$ cat config.mk
export PLATFORM = sky130hd
export DESIGN_NAME = bitwise_op_arbiter
export DESIGN_NICKNAME = d
export VERILOG_FILES = /design/src/rtl/bitwise_op_arbiter.sv
export SDC_FILE = /design/constraint.sdc
export NUM_CORES = 1
export LEC_CHECK = 0
export ABC_AREA = 1
export ABC_CLOCK_PERIOD_IN_PS = 2100
export BUFFER_PORTS_ARGS = -buffer_cell sky130_fd_sc_hd__buf_2
export CORE_ASPECT_RATIO = 0.5
export CORE_UTILIZATION = 45
export CTS_BUF_LIST = sky130_fd_sc_hd__clkbuf_2
export DETAILED_ROUTE_END_ITERATION = 10
export GPL_ROUTABILITY_DRIVEN = 0
export GPL_TIMING_DRIVEN = 0
export PLACE_DENSITY = 0.88
export SYNTH_ARGS = -nofsm -noshare
export SYNTH_HDL_FRONTEND = slang
export SYNTH_SLANG_ARGS = --single-unit
$ cat constraint.sdc
create_clock -name clk -period 2.1 [get_ports clk]
set_clock_uncertainty 0.15 [all_clocks]
set_input_delay 0.42 -clock clk [delete_from_list [all_inputs] [get_ports clk]]
set_output_delay 0.42 -clock clk [all_outputs]
set_load 0.05 [all_outputs]
$ cat src/rtl/bitwise_op_arbiter.sv
`default_nettype none
// =============================================================================
// bitwise_op_arbiter : round-robin front end sharing one registered bitwise unit
// Rev 1.0
// =============================================================================
module bitwise_op_arbiter #(
  parameter int N_REQ  = 4,
  parameter int DATA_W = 7,
  parameter int ID_W   = 2
) (
  input  logic                    clk,
  input  logic                    rst_n,
  input  logic [N_REQ-1:0]        i_req_valid,
  input  logic [N_REQ*DATA_W-1:0] i_req_a,
  input  logic [N_REQ*DATA_W-1:0] i_req_b,
  input  logic [N_REQ*2-1:0]      i_req_op,
  output logic [N_REQ-1:0]        o_req_ready,
  output logic [DATA_W-1:0]       o_alu_a,
  output logic [DATA_W-1:0]       o_alu_b,
  output logic [1:0]              o_alu_op,
  input  logic [DATA_W-1:0]       i_alu_q,
  output logic                    o_rsp_valid,
  input  logic                    i_rsp_ready,
  output logic [DATA_W-1:0]       o_rsp_q,
  output logic [ID_W-1:0]         o_rsp_id,
  output logic                    o_busy,
  output logic [15:0]             o_ops_done
);

  typedef enum logic [1:0] {
    S_IDLE = 2'd0,
    S_EXEC = 2'd1,
    S_CAPT = 2'd2,
    S_RESP = 2'd3
  } state_t;

  state_t            r_state;
  state_t            w_state_nxt;
  logic [ID_W-1:0]   r_rr_ptr;
  logic [ID_W-1:0]   r_id;
  logic [ID_W-1:0]   w_grant_idx;
  logic [ID_W-1:0]   w_rr_nxt;
  logic              w_grant_found;
  logic              w_accept;
  logic              w_rsp_hs;
  logic [N_REQ-1:0]  w_req_ready;
  int                w_idx;
  logic [DATA_W-1:0] r_alu_a;
  logic [DATA_W-1:0] r_alu_b;
  logic [1:0]        r_alu_op;
  logic              r_rsp_valid;
  logic [DATA_W-1:0] r_rsp_q;
  logic [ID_W-1:0]   r_rsp_id;
  logic [15:0]       r_ops_done;

  // Scan from the round-robin pointer upward, wrapping at N_REQ (not 2**ID_W).
  always_comb begin
    w_grant_found = 1'b0;
    w_grant_idx   = '0;
    w_idx         = 0;
    for (int k = 0; k < N_REQ; k++) begin
      w_idx = int'(r_rr_ptr) + k;
      if (w_idx >= N_REQ) begin
        w_idx = w_idx - N_REQ;
      end
      if (!w_grant_found && i_req_valid[ID_W'(w_idx)]) begin
        w_grant_found = 1'b1;
        w_grant_idx   = ID_W'(w_idx);
      end
    end
  end

  assign w_rr_nxt = (w_grant_idx == ID_W'(N_REQ - 1)) ? '0 : w_grant_idx + 1'b1;
  assign w_accept = (r_state == S_IDLE) && w_grant_found;
  assign w_rsp_hs = (r_state == S_RESP) && i_rsp_ready;

  // Ready is gated by rst_n so nothing is offered while reset is held.
  always_comb begin
    w_req_ready = '0;
    if (w_accept && rst_n) begin
      w_req_ready[w_grant_idx] = 1'b1;
    end
  end

  always_ff @(posedge clk or negedge rst_n) begin
    if (!rst_n) begin
      r_state <= S_IDLE;
    end else begin
      r_state <= w_state_nxt;
    end
  end

  always_comb begin
    w_state_nxt = r_state;
    case (r_state)
      S_IDLE:  if (w_grant_found) w_state_nxt = S_EXEC;
      S_EXEC:  w_state_nxt = S_CAPT;
      S_CAPT:  w_state_nxt = S_RESP;
      S_RESP:  if (i_rsp_ready) w_state_nxt = S_IDLE;
      default: w_state_nxt = S_IDLE;
    endcase
  end

  always_ff @(posedge clk or negedge rst_n) begin
    if (!rst_n) begin
      r_rr_ptr    <= '0;
      r_id        <= '0;
      r_alu_a     <= '0;
      r_alu_b     <= '0;
      r_alu_op    <= '0;
      r_rsp_valid <= 1'b0;
      r_rsp_q     <= '0;
      r_rsp_id    <= '0;
      r_ops_done  <= '0;
    end else begin
      if (w_accept) begin
        r_alu_a  <= i_req_a[w_grant_idx*DATA_W +: DATA_W];
        r_alu_b  <= i_req_b[w_grant_idx*DATA_W +: DATA_W];
        r_alu_op <= i_req_op[w_grant_idx*2 +: 2];
        r_id     <= w_grant_idx;
        r_rr_ptr <= w_rr_nxt;
      end
      // The shared unit's result is only valid in CAPT; capture it there.
      if (r_state == S_CAPT) begin
        r_rsp_q     <= i_alu_q;
        r_rsp_id    <= r_id;
        r_rsp_valid <= 1'b1;
      end
      if (w_rsp_hs) begin
        r_rsp_valid <= 1'b0;
        r_ops_done  <= r_ops_done + 16'd1;
      end
    end
  end

  assign o_req_ready = w_req_ready;
  assign o_alu_a     = r_alu_a;
  assign o_alu_b     = r_alu_b;
  assign o_alu_op    = r_alu_op;
  assign o_rsp_valid = r_rsp_valid;
  assign o_rsp_q     = r_rsp_q;
  assign o_rsp_id    = r_rsp_id;
  assign o_busy      = (r_state != S_IDLE);
  assign o_ops_done  = r_ops_done;

endmodule
`default_nettype wire
==> metrics.txt, run 1 <==
outcome=complete, but fails checks; failing checks=negative hold slack, negative setup slack; clock sinks=48; DP Worst Slack=-0.511 ns; Cell Int Power=3.84 mW; WL final=8.90 mm; post-synthesis simple-gate area fraction=40.3%; Post-Syn Area=0.00296 mm²; maximum vdd drop=0.000854 V; H-tree depth=2; share of total power in the clock network=7.7%; first-pass GRT wire length=13.0 mm; total power=8.49 mW; Final WS setup=-0.909 ns; sequential power share=18.0%; RR Startpoint=r_rr_ptr[0]$_DFFE_PN0P_; Starting Density=47.6%; CTS Buffer Depth=2; fillers=481; ANT cells=0; R2R Setup Slk=-0.20 ns; power share of the combinational group=74.3%; most common cell after layout, fill and taps aside=buf_2; Synth Area per Inst=7.43 µm²; IO Port Bufs=124; Reg clk slew, reported paths=0.28 ns; ys flop type=dfrtp_1; Sw Pwr=4.65 mW; worst hold slack=-0.0266 ns; RR Endpoint=o_alu_a[3]$_DFFE_PN0P_; CP Launch Type=register; Final nets=650; detailed placer's ending HPWL=5.79 mm; initial antenna violation count=0; syn nets=483; Yosys reg bits=48; PD cells=1930 mW/mm²; worst slew pin tran=1.14 ns; crit share post-route=143%; largest net degree at the start of global routing=50; fraction of registers with async set or reset after synthesis=100%; crit path kind=reg2out; Critical Path Fanout Max=5; main combinational cell family by area after synthesis=simple AND/OR/NAND/NOR gates; Final Setup Violations=21; Final Critical Period=3.01 ns; CTS tree=done; mux contribution to synthesized area=0%; reg2reg path depth=14; Layout Cells excl Fill=654; die area=0.00692 mm²; P&R area growth vs syn=48.8%; grt ovf=0; Post-route DRC=0; share of cells above drive strength 1=43.3%; IO Count=125; sw frac=54.7%; Crit. End Element=output port; Post-Synth XOR/XNOR Area=4.45%; Die H=59.3 µm; post-synthesis cell type count=29; clock latency on the worst-skew pair=0.46 ns; most frequent cells in the layout=buf_2, nand2_1, nand3_1, dfrtp_1, buf_4; drt wl/cell=13.6 µm; share of the synthesized area in compound gates (AO/OA/AOI/OAI)=1.99%; DRT iter0 DRCs=278; Max-Cap Viols=0; Syn Inst Count=398; root buffer cell=clkbuf_2; drt first pass iters=5; Min-Delay Path Class=in2async; Placed Cells=610; Rel. slew slack=24.0%; vias=3351; ANT nets after route=0; FMAX=332 MHz; pins over their slew limit=0; cts bufs inserted=5; Critical Path RT=1.53 ns; Critical Path AT=2.44 ns; number of global-route vias before repair=2859; adder-cell share of the synthesized area=2.96%; final number of hold-violating endpoints=8; num rows=20; unrepaired setup endpoints after global routing=true; core area=0.00621 mm²; Die X=117 µm; number of enable flip-flop cells after synthesis=0; via-per-instance ratio=5.12; GRT Overall Usage=24.5%; number of warnings issued by yosys=0; sequential-to-total area share from yosys stat=40.6%; leak pwr=2.44 nW
==> state kept, by name, indices dropped and copies added, names as in the netlist <==
signal / cells
o_rsp_q: 7
o_rsp_valid: 1
r_rr_ptr: 2
r_state: 2
r_id: 2
o_alu_op: 2
o_rsp_id: 2
o_ops_done: 16
o_alu_b: 7
o_alu_a: 7
==> repair_timing <==
item                       in CTS  in global routing
cloned                          1                  2
buffers inserted               19                 14
hold endpoints to repair        2                  0
resized for setup              39                 40
pin swaps                      16                 30
setup endpoints to repair      18                 31
hold buffers                    2                  0
==> layout make-up <==
class	count	area, µm²	share of cell area, %
clock buffer	5	25.0	0.569
multi-input combinational	290	1700	38.7
timing repair buffer	160	956	21.7
buffer	17	153	3.47
clock inverter	3	68.8	1.56
sequential	48	1200	27.4
inverter	43	179	4.07
tap	88	110	2.50
==> per-stage QoR <==
| stage | utilization (%) | area (µm²) | TNS [ns] |
|---|---|---|---|
| finish | 70.9 | 4400 | -6.29 |
| global route | 70.9 | 4400 | -8.18 |
| CTS | 66.8 | 4140 | -2.99 |
| detailed placement | 60.6 | 3760 | -2.00 |
| global placement | 60.6 | 3760 | -1.81 |
| floorplan | - | 3030 | -0.900 |
==> metal layers <==
layer	wire, µm	GRT usage, %
met1	3700	30.6
met2	4460	43.1
met3	541	4.29
met4	196	9.58
met5	0	0
==> kinds of logic after synthesis <==
group | after synthesis
compound gates | 11
flops | 48
xor+xnor | 15
simple gates | 257
buf+inv | 60
fa+ha+maj | 7
==> worst max-delay path by stage <==
stage,startpoint,endpoint,slack (ns),cells past startpoint
final,r_rr_ptr[0]$_DFFE_PN0P_,o_req_ready[3],-0.91,14
after global routing,r_rr_ptr[0]$_DFFE_PN0P_,o_req_ready[3],-0.98,14
after CTS,r_rr_ptr[0]$_DFFE_PN0P_,o_req_ready[2],-0.79,13
after detailed placement,i_req_valid[1],o_req_ready[2],-0.51,13
after global placement,i_req_valid[3],o_req_ready[2],-0.49,14
after floorplan,r_rr_ptr[0]$_DFFE_PN0P_,o_req_ready[0],-0.25,10
==> synth_stat cells (6+ instances only) <==
library cell / count / area share [%]
nand3_1: 71 / 12
nand3b_1: 17 / 4.3
o21ai_0: 6 / 1.0
buf_2: 7 / 1.2
dfrtp_1: 48 / 41
nand2_2: 6 / 1.3
ha_1: 7 / 3.0
nor2_1: 11 / 1.4
inv_1: 38 / 4.8
nand2_1: 139 / 18
xor2_1: 7 / 2.1
xnor2_1: 8 / 2.4
==> power groups by stage <==
stage	Sequential, mW	Combinational [mW]	Clock [mW]
6_report	1.53	6.31	0.652
5_1_grt	1.57	6.73	0.699
4_1_cts	1.51	5.59	0.656
3_5_place_dp	1.53	5.03	0
3_3_place_gp	1.52	4.91	0
2_1_floorplan	2.54	2.90	0
==> worst max-delay path, cell delays in order (launching register included) <==
cell and delay (ns):
dfrtp_2 0.52, buf_6 0.16, nand2_2 0.05, nand2_2 0.07, nand2_2 0.10, nand2_2 0.07
nor2_4 0.17, nand3_1 0.13, nand2_2 0.11, nor2_4 0.06, inv_4 0.10, ha_4 0.14
inv_2 0.04, nor2_4 0.10, buf_8 0.15
No activity file was read; power rests on OpenSTA's default activity.
==> inputs of run 2 (changes only) <==
--- a/config.mk
+++ b/config.mk
@@ -9,12 +9,12 @@
 export ABC_CLOCK_PERIOD_IN_PS = 2100
 export BUFFER_PORTS_ARGS = -buffer_cell sky130_fd_sc_hd__buf_2
 export CORE_ASPECT_RATIO = 0.5
-export CORE_UTILIZATION = 45
-export CTS_BUF_LIST = sky130_fd_sc_hd__clkbuf_2
+export CORE_UTILIZATION = 44
+export CTS_BUF_LIST = sky130_fd_sc_hd__clkbuf_4 sky130_fd_sc_hd__clkbuf_8 sky130_fd_sc_hd__clkbuf_16
 export DETAILED_ROUTE_END_ITERATION = 10
 export GPL_ROUTABILITY_DRIVEN = 0
 export GPL_TIMING_DRIVEN = 0
-export PLACE_DENSITY = 0.88
+export PLACE_DENSITY = 0.86
 export SYNTH_ARGS = -nofsm -noshare
 export SYNTH_HDL_FRONTEND = slang
 export SYNTH_SLANG_ARGS = --single-unit
==> metrics.txt, run 2 (synthesis gave the netlist of run 1 again) <==
CTS tree=done; H-tree depth=2 (unchanged); first-pass GRT wire length=13.1 mm (+0.37%); Min-Delay Path Class=in2reg; Final Critical Period=2.72 ns (-0.287 ns); Final Setup Violations=20 (-4.8%); RR Endpoint=o_alu_b[0]$_DFFE_PN0P_; Hold Path Origin=i_alu_q[4]; CTS Buffer Depth=2 (unchanged); Post-route DRC=0 (unchanged); P&R area growth vs syn=47.6%; R2R Setup Slk=-0.13 ns (+0.07 ns); Crit. End Element=output port; Max-Cap Viols=0 (unchanged); total power=8.53 mW (+0.55%); drt wl/cell=13.2 µm (-3.1%); unrepaired setup endpoints after global routing=true; share of cells above drive strength 1=41.8% (-1.5 points); met3 GRT Util=4.39% (+0.095 points); core area=0.00628 mm² (+1.2%); Critical Path RT=1.53 ns (about the same); Min-Delay Path Depth=3; crit share post-route=130% (-14 points); FMAX=367 MHz (+11%); failing checks=negative setup slack; GRT Overall Usage=23.6% (-0.94 points); DRT iter0 DRCs=252 (-9.4%); die area=0.00707 mm² (+2.2%); post-layout instance area=0.00436 mm² (-0.80%); Post-DP Area=0.00376 mm² (unchanged); reg2reg path depth=13 (-1); maximum vdd drop=0.00107 V (+25%); Final nets=646 (-0.62%); flip-flop count of the largest register after layout=16 (unchanged); Reg clk slew, reported paths=0.07 ns (-0.21 ns); most common cell after layout, fill and taps aside=buf_2; WL final=8.57 mm (-3.7%); IO Count=125 (unchanged); via-per-instance ratio=4.98 (-2.8%); num rows=20 (unchanged); met1 Track Usage GR=30.0% (-0.58 points); Die H=60.0 µm (+1.1%); outcome=complete, but fails checks; RR Startpoint=r_rr_ptr[0]$_DFFE_PN0P_; Rel. slew slack=24.3% (+0.29 points); Starting Density=47.1% (-0.57 points); Critical Path Fanout Max=8 (+3); PD cells=1960 mW/mm² (+1.4%); grt peak-use layer=met2; clock sinks=48 (unchanged); leak pwr=2.43 nW (-0.62%); largest net degree at the start of global routing=50 (unchanged); number of global-route vias before repair=2847 (-0.42%); ANT cells=0 (unchanged); crit path kind=reg2out; clock latency on the worst-skew pair=0.29 ns (-0.17 ns); root buffer cell=clkbuf_16; Critical Path Source=r_rr_ptr[0]$_DFFE_PN0P_; pins over their slew limit=0 (unchanged); Hold Path End=o_rsp_q[4]$_DFFE_PN0P_; final number of hold-violating endpoints=0 (-8); hold buffers post-CTS=0 (-2); CP Launch Type=register; initial antenna violation count=0 (unchanged); ANT nets after route=0 (unchanged); drt first pass iters=4 (-1); IO Port Bufs=124 (unchanged); most frequent cells in the layout=buf_2, nand2_1, nand3_1, dfrtp_1, inv_1; Critical Path AT=2.15 ns (-0.29 ns); grt ovf=0 (unchanged); vias=3238 (-3.4%); cts bufs inserted=5 (unchanged); M2 GR Usage=41.6% (-1.5 points); detailed placer's ending HPWL=5.80 mm (+0.25%); Die X=118 µm (+1.1%); worst slew pin tran=1.14 ns (-0.00437 ns); Final WS setup=-0.622 ns (+0.287 ns)
==> run 2: changes by cell type in the layout (fill, tap and decap cells not counted), sizes merged <==
| cell | change |
|---|---|
| dlygate4sd3 | -2 |
| buf | -1 |
| clkbuf | +1 |
| inv | -1 |
| bufinv | -2 |
| clkinv | +1 |
==> run 2: metal layers <==
layer | share of wire, % | vias up
li1 | - | 1594
met1 | 43 | 1503
met2 | 49 | 125
met3 | 7.2 | 16
met4 | 1.3 | 0
met5 | 0 | -
==> run 2: metrics by stage <==
step / util (%) / TNS, ns / instances / setup slack [ns] / hold slack, ns
after floorplan: - / -0.900 / 398 / -0.251 / -0.0256
after global placement: 59.9 / -1.87 / 610 / -0.512 / 0.299
after detailed placement: 59.9 / -2.33 / 610 / -0.566 / 0.304
after CTS: 66.7 / -2.72 / 640 / -0.554 / 0.175
after global routing: 69.5 / -6.65 / 650 / -0.712 / 0.185
final: 69.5 / -4.04 / 650 / -0.622 / 0.178
==> run 2: where the power goes <==
group	switching, mW	internal (mW)
logic	4.01	2.14
registers	0.234	1.31
clock network	0.351	0.490
==> run 2: area by class of cell <==
type / instances / area [µm²]
Multi-Input combinational cell: 290 / 1650
Inverter: 43 / 179
Tap cell: 88 / 110
Sequential cell: 48 / 1200
Clock inverter: 1 / 8.76
Fill cell: 485 / 1920
Buffer: 17 / 154
Clock buffer: 7 / 146
Timing Repair Buffer: 156 / 910
==> run 2: worst max-delay path: stages, from the launching register on <==
cell and delay (ns):
dfrtp_2 0.44, inv_4 0.11, nand2_1 0.09, nand3_1 0.17, nand2_4 0.10, nor2_4 0.16, nand3_2 0.10, nand2_2 0.10
nand2_4 0.08, buf_8 0.14, ha_4 0.15, inv_2 0.06, nor2_4 0.03, buf_6 0.15
==> run 2: how the worst max path moves through the flow <==
stage	endpoint	cells after the start
2_1_floorplan	o_req_ready[0]	10
6_report	o_req_ready[2]	13
5_1_grt	o_req_ready[3]	13
3_5_place_dp	o_req_ready[2]	13
3_3_place_gp	o_req_ready[2]	14
4_1_cts	o_req_ready[2]	15
==> run 2: timing repair <==
item	4_1_cts	5_1_grt
setup buffers	22	9
pin swaps	24	13
gates cloned	0	2
endpoints found under the setup margin	8	29
gates resized for setup	34	36
==> inputs of run 3 (changes only) <==
--- a/config.mk
+++ b/config.mk
@@ -6,7 +6,7 @@
 export NUM_CORES = 1
 export LEC_CHECK = 0
 export ABC_AREA = 1
-export ABC_CLOCK_PERIOD_IN_PS = 2100
+export ABC_CLOCK_PERIOD_IN_PS = 2500
 export BUFFER_PORTS_ARGS = -buffer_cell sky130_fd_sc_hd__buf_2
 export CORE_ASPECT_RATIO = 0.5
 export CORE_UTILIZATION = 44
==> constraint.sdc (replaced) <==
create_clock -name clk -period 2.5 [get_ports clk]
set_clock_uncertainty 0.15 [all_clocks]
set_input_delay 0.5 -clock clk [delete_from_list [all_inputs] [get_ports clk]]
set_output_delay 0.5 -clock clk [all_outputs]
set_load 0.05 [all_outputs]
==> metrics.txt, run 3 (synthesis gave the netlist of run 1 again) <==
Min-Delay Path Depth=3 (unchanged); Met1 Wirelength=3.84 mm (+4.9%); CTS Buffer Depth=2 (unchanged); failing checks=negative setup slack; Buf/Inv on CP=4 (unchanged); crit-path cells=buf_6 > nand2_2 > nand3_1 > nand2_2 > a21oi_1 > nand2_2 > nand2_4 > buf_8 > ha_4 > inv_2 > nor2_4 > buf_8; die area=0.00707 mm² (unchanged); setup TNS=-1.54 ns (+2.50 ns); CP Launch Type=register; GRT Overall Usage=24.5% (+0.89 points); delay-heaviest family, CP=simple AND/OR/NAND/NOR gates; Hold Path End=o_rsp_q[0]$_DFFE_PN0P_; most frequent cells in the layout=buf_2, nand2_1, nand3_1, dfrtp_1, inv_1; sw frac=54.0% (+0.20 points); ANT cells=0 (unchanged); IO Port Bufs=124 (unchanged); Slowest-stage cell, CP=dfrtp_1; crit-path most repeated cell=nand2_2; Crit. End Element=output port; WL met2=4.50 mm (+7.7%); num rows=20 (unchanged); Critical Path RT=1.85 ns (+0.32 ns); Hold Path Origin=i_alu_q[0]; Critical Path AT=2.13 ns (-0.02 ns); detailed placer's ending HPWL=5.87 mm (+1.1%); most common cell after layout, fill and taps aside=buf_2; sequential power share=17.9% (-0.2 points); crit share post-route=111%; Post-route DRC=0 (unchanged); Rel. slew slack=22.8% (-1.5 points); Sw Pwr=3.90 mW (-15%); final number of hold-violating endpoints=0 (unchanged); largest net degree at the start of global routing=50 (unchanged); pins over their slew limit=0 (unchanged); Cell Int Power=3.33 mW (-16%); initial antenna violation count=0 (unchanged); outcome=complete, but fails checks; fillers=488 (+0.62%); crit path kind=reg2out; via-per-instance ratio=5.10 (+2.4%); Min-Delay Path Class=in2reg; Max-Cap Viols=0 (unchanged); drt wl/cell=14.1 µm (+6.8%); share of cells above drive strength 1=41.3% (-0.49 points); Top Layer Used=met4; met3 wire len=559 µm (-9.1%); unrepaired setup endpoints after global routing=true; grt ovf=0 (unchanged); flip-flop count of the largest register after layout=16 (unchanged); reg2reg path depth=19 (+6); share of total power in the clock network=9.7% (-0.2 points); Final Critical Period=2.78 ns; leak pwr=2.41 nW (-0.68%); Final WS setup=-0.277 ns (+0.344 ns); power share of the combinational group=72.4% (+0.3 points); P&R area growth vs syn=46.4%; DRT iter0 DRCs=233 (-7.5%); PD cells=1670 mW/mm² (-15%); root buffer cell=clkbuf_16; Post-DP Area=0.00373 mm² (-0.93%); first-pass GRT wire length=13.6 mm (+3.7%); RR Endpoint=r_state[1]$_DFFE_PN0P_; RR Startpoint=r_rr_ptr[0]$_DFFE_PN0P_; R2R Setup Slk=-0.15 ns (-0.02 ns); CP peak stage delay=0.42 ns (-0.02 ns); worst slew pin tran=1.16 ns (+0.0228 ns); Die X=118 µm (unchanged); Multi-input gate area=0.00166 mm² (+0.68%); ANT nets after route=0 (unchanged); vias=3299 (+1.9%); core area=0.00628 mm² (unchanged); IO Count=125 (unchanged); H-tree depth=2 (unchanged); Reg area=0.00120 mm² (-0.21%); Critical Path Fanout Max=8 (unchanged); Final Setup Violations=16 (-20%); Die H=60.0 µm (unchanged); post-layout instance area=0.00433 mm² (-0.80%); clock sinks=48 (unchanged); number of global-route vias before repair=2981 (+4.7%); Reg clk slew, reported paths=0.07 ns (about the same); Starting Density=47.1% (unchanged); CTS tree=done; Final nets=643 (-0.46%); drt first pass iters=5 (+1); maximum vdd drop=0.000920 V (-14%); FMAX=360 MHz; WL final=9.11 mm (+6.3%); clock latency on the worst-skew pair=0.29 ns (about the same); cts bufs inserted=5 (unchanged)
run 3: layout make-up:
| type | instances | area share, % |
|---|---|---|
| buffer | 16 | 2.72 |
| clock buffer | 6 | 3.21 |
| clock inverter | 2 | 0.318 |
| inverter | 43 | 4.13 |
| multi-input combinational | 290 | 38.4 |
| sequential | 48 | 27.8 |
| tap | 88 | 2.54 |
| timing repair buffer | 154 | 20.9 |
run 3: per-stage QoR:
step / setup slack (ns) / util [%] / hold slack [ns] / std cells / power [mW]
finish: -0.277 / 68.9 / 0.263 / 647 / 7.23
global route: -0.357 / 68.9 / 0.257 / 647 / 7.71
CTS: -0.195 / 67.4 / 0.260 / 641 / 6.83
detailed placement: -0.339 / 59.3 / 0.301 / 610 / 5.40
global placement: -0.306 / 59.3 / 0.299 / 610 / 5.29
floorplan: 0.0243 / - / 0.0544 / 398 / 4.48
run 3: worst max path at each step:
stage                                 start              to  slack (ns)  depth (start not counted)
CTS                 r_rr_ptr[0]$_DFFE_PN0P_  o_req_ready[3]       -0.20                         15
floorplan                    i_req_valid[3]  o_req_ready[0]        0.02                         11
detailed placement           i_req_valid[3]  o_req_ready[2]       -0.34                         13
global route        r_rr_ptr[0]$_DFFE_PN0P_  o_req_ready[0]       -0.36                         11
finish              r_rr_ptr[0]$_DFFE_PN0P_  o_req_ready[2]       -0.28                         12
global placement             i_req_valid[3]  o_req_ready[2]       -0.31                         14
run 3: per-layer routing:
metal / global-route usage, % / up-vias
li1: - / 1586
met1: 30.8 / 1544
met3: 4.77 / 25
met5: 0 / -
met4: 10.8 / 0
met2: 42.3 / 144
run 3: power groups by stage:
stage,registers (mW),logic (mW),clock network (mW)
after detailed placement,1.29,4.11,0
after global placement,1.28,4.01,0
after global routing,1.33,5.64,0.739
after CTS,1.28,4.84,0.706
after floorplan,2.13,2.35,0
final,1.30,5.23,0.701
run 3: worst reg2reg max path: stages (launching register included):
cell and delay [ns]:
dfrtp_1 0.43, buf_6 0.17, nand2_2 0.06, nand2_2 0.07, nand2_2 0.10, nand2_2 0.07
nor2_4 0.14, nand3b_1 0.17, buf_4 0.18, buf_6 0.10, buf_6 0.10, buf_6 0.10
buf_6 0.10, buf_6 0.10, buf_6 0.10, buf_6 0.10, o22ai_4 0.09, inv_2 0.07
nand2_1 0.06, o21ai_1 0.06
run 3: repair_timing:
| item | 4_1_cts | 5_1_grt |
|---|---|---|
| hold buffers | 0 | 0 |
| hold endpoints to repair | 0 | 0 |
| resized for setup | 56 | 16 |
| pin swaps | 19 | 17 |
| endpoints found under the setup margin | 4 | 6 |
| setup buffers | 24 | 7 |
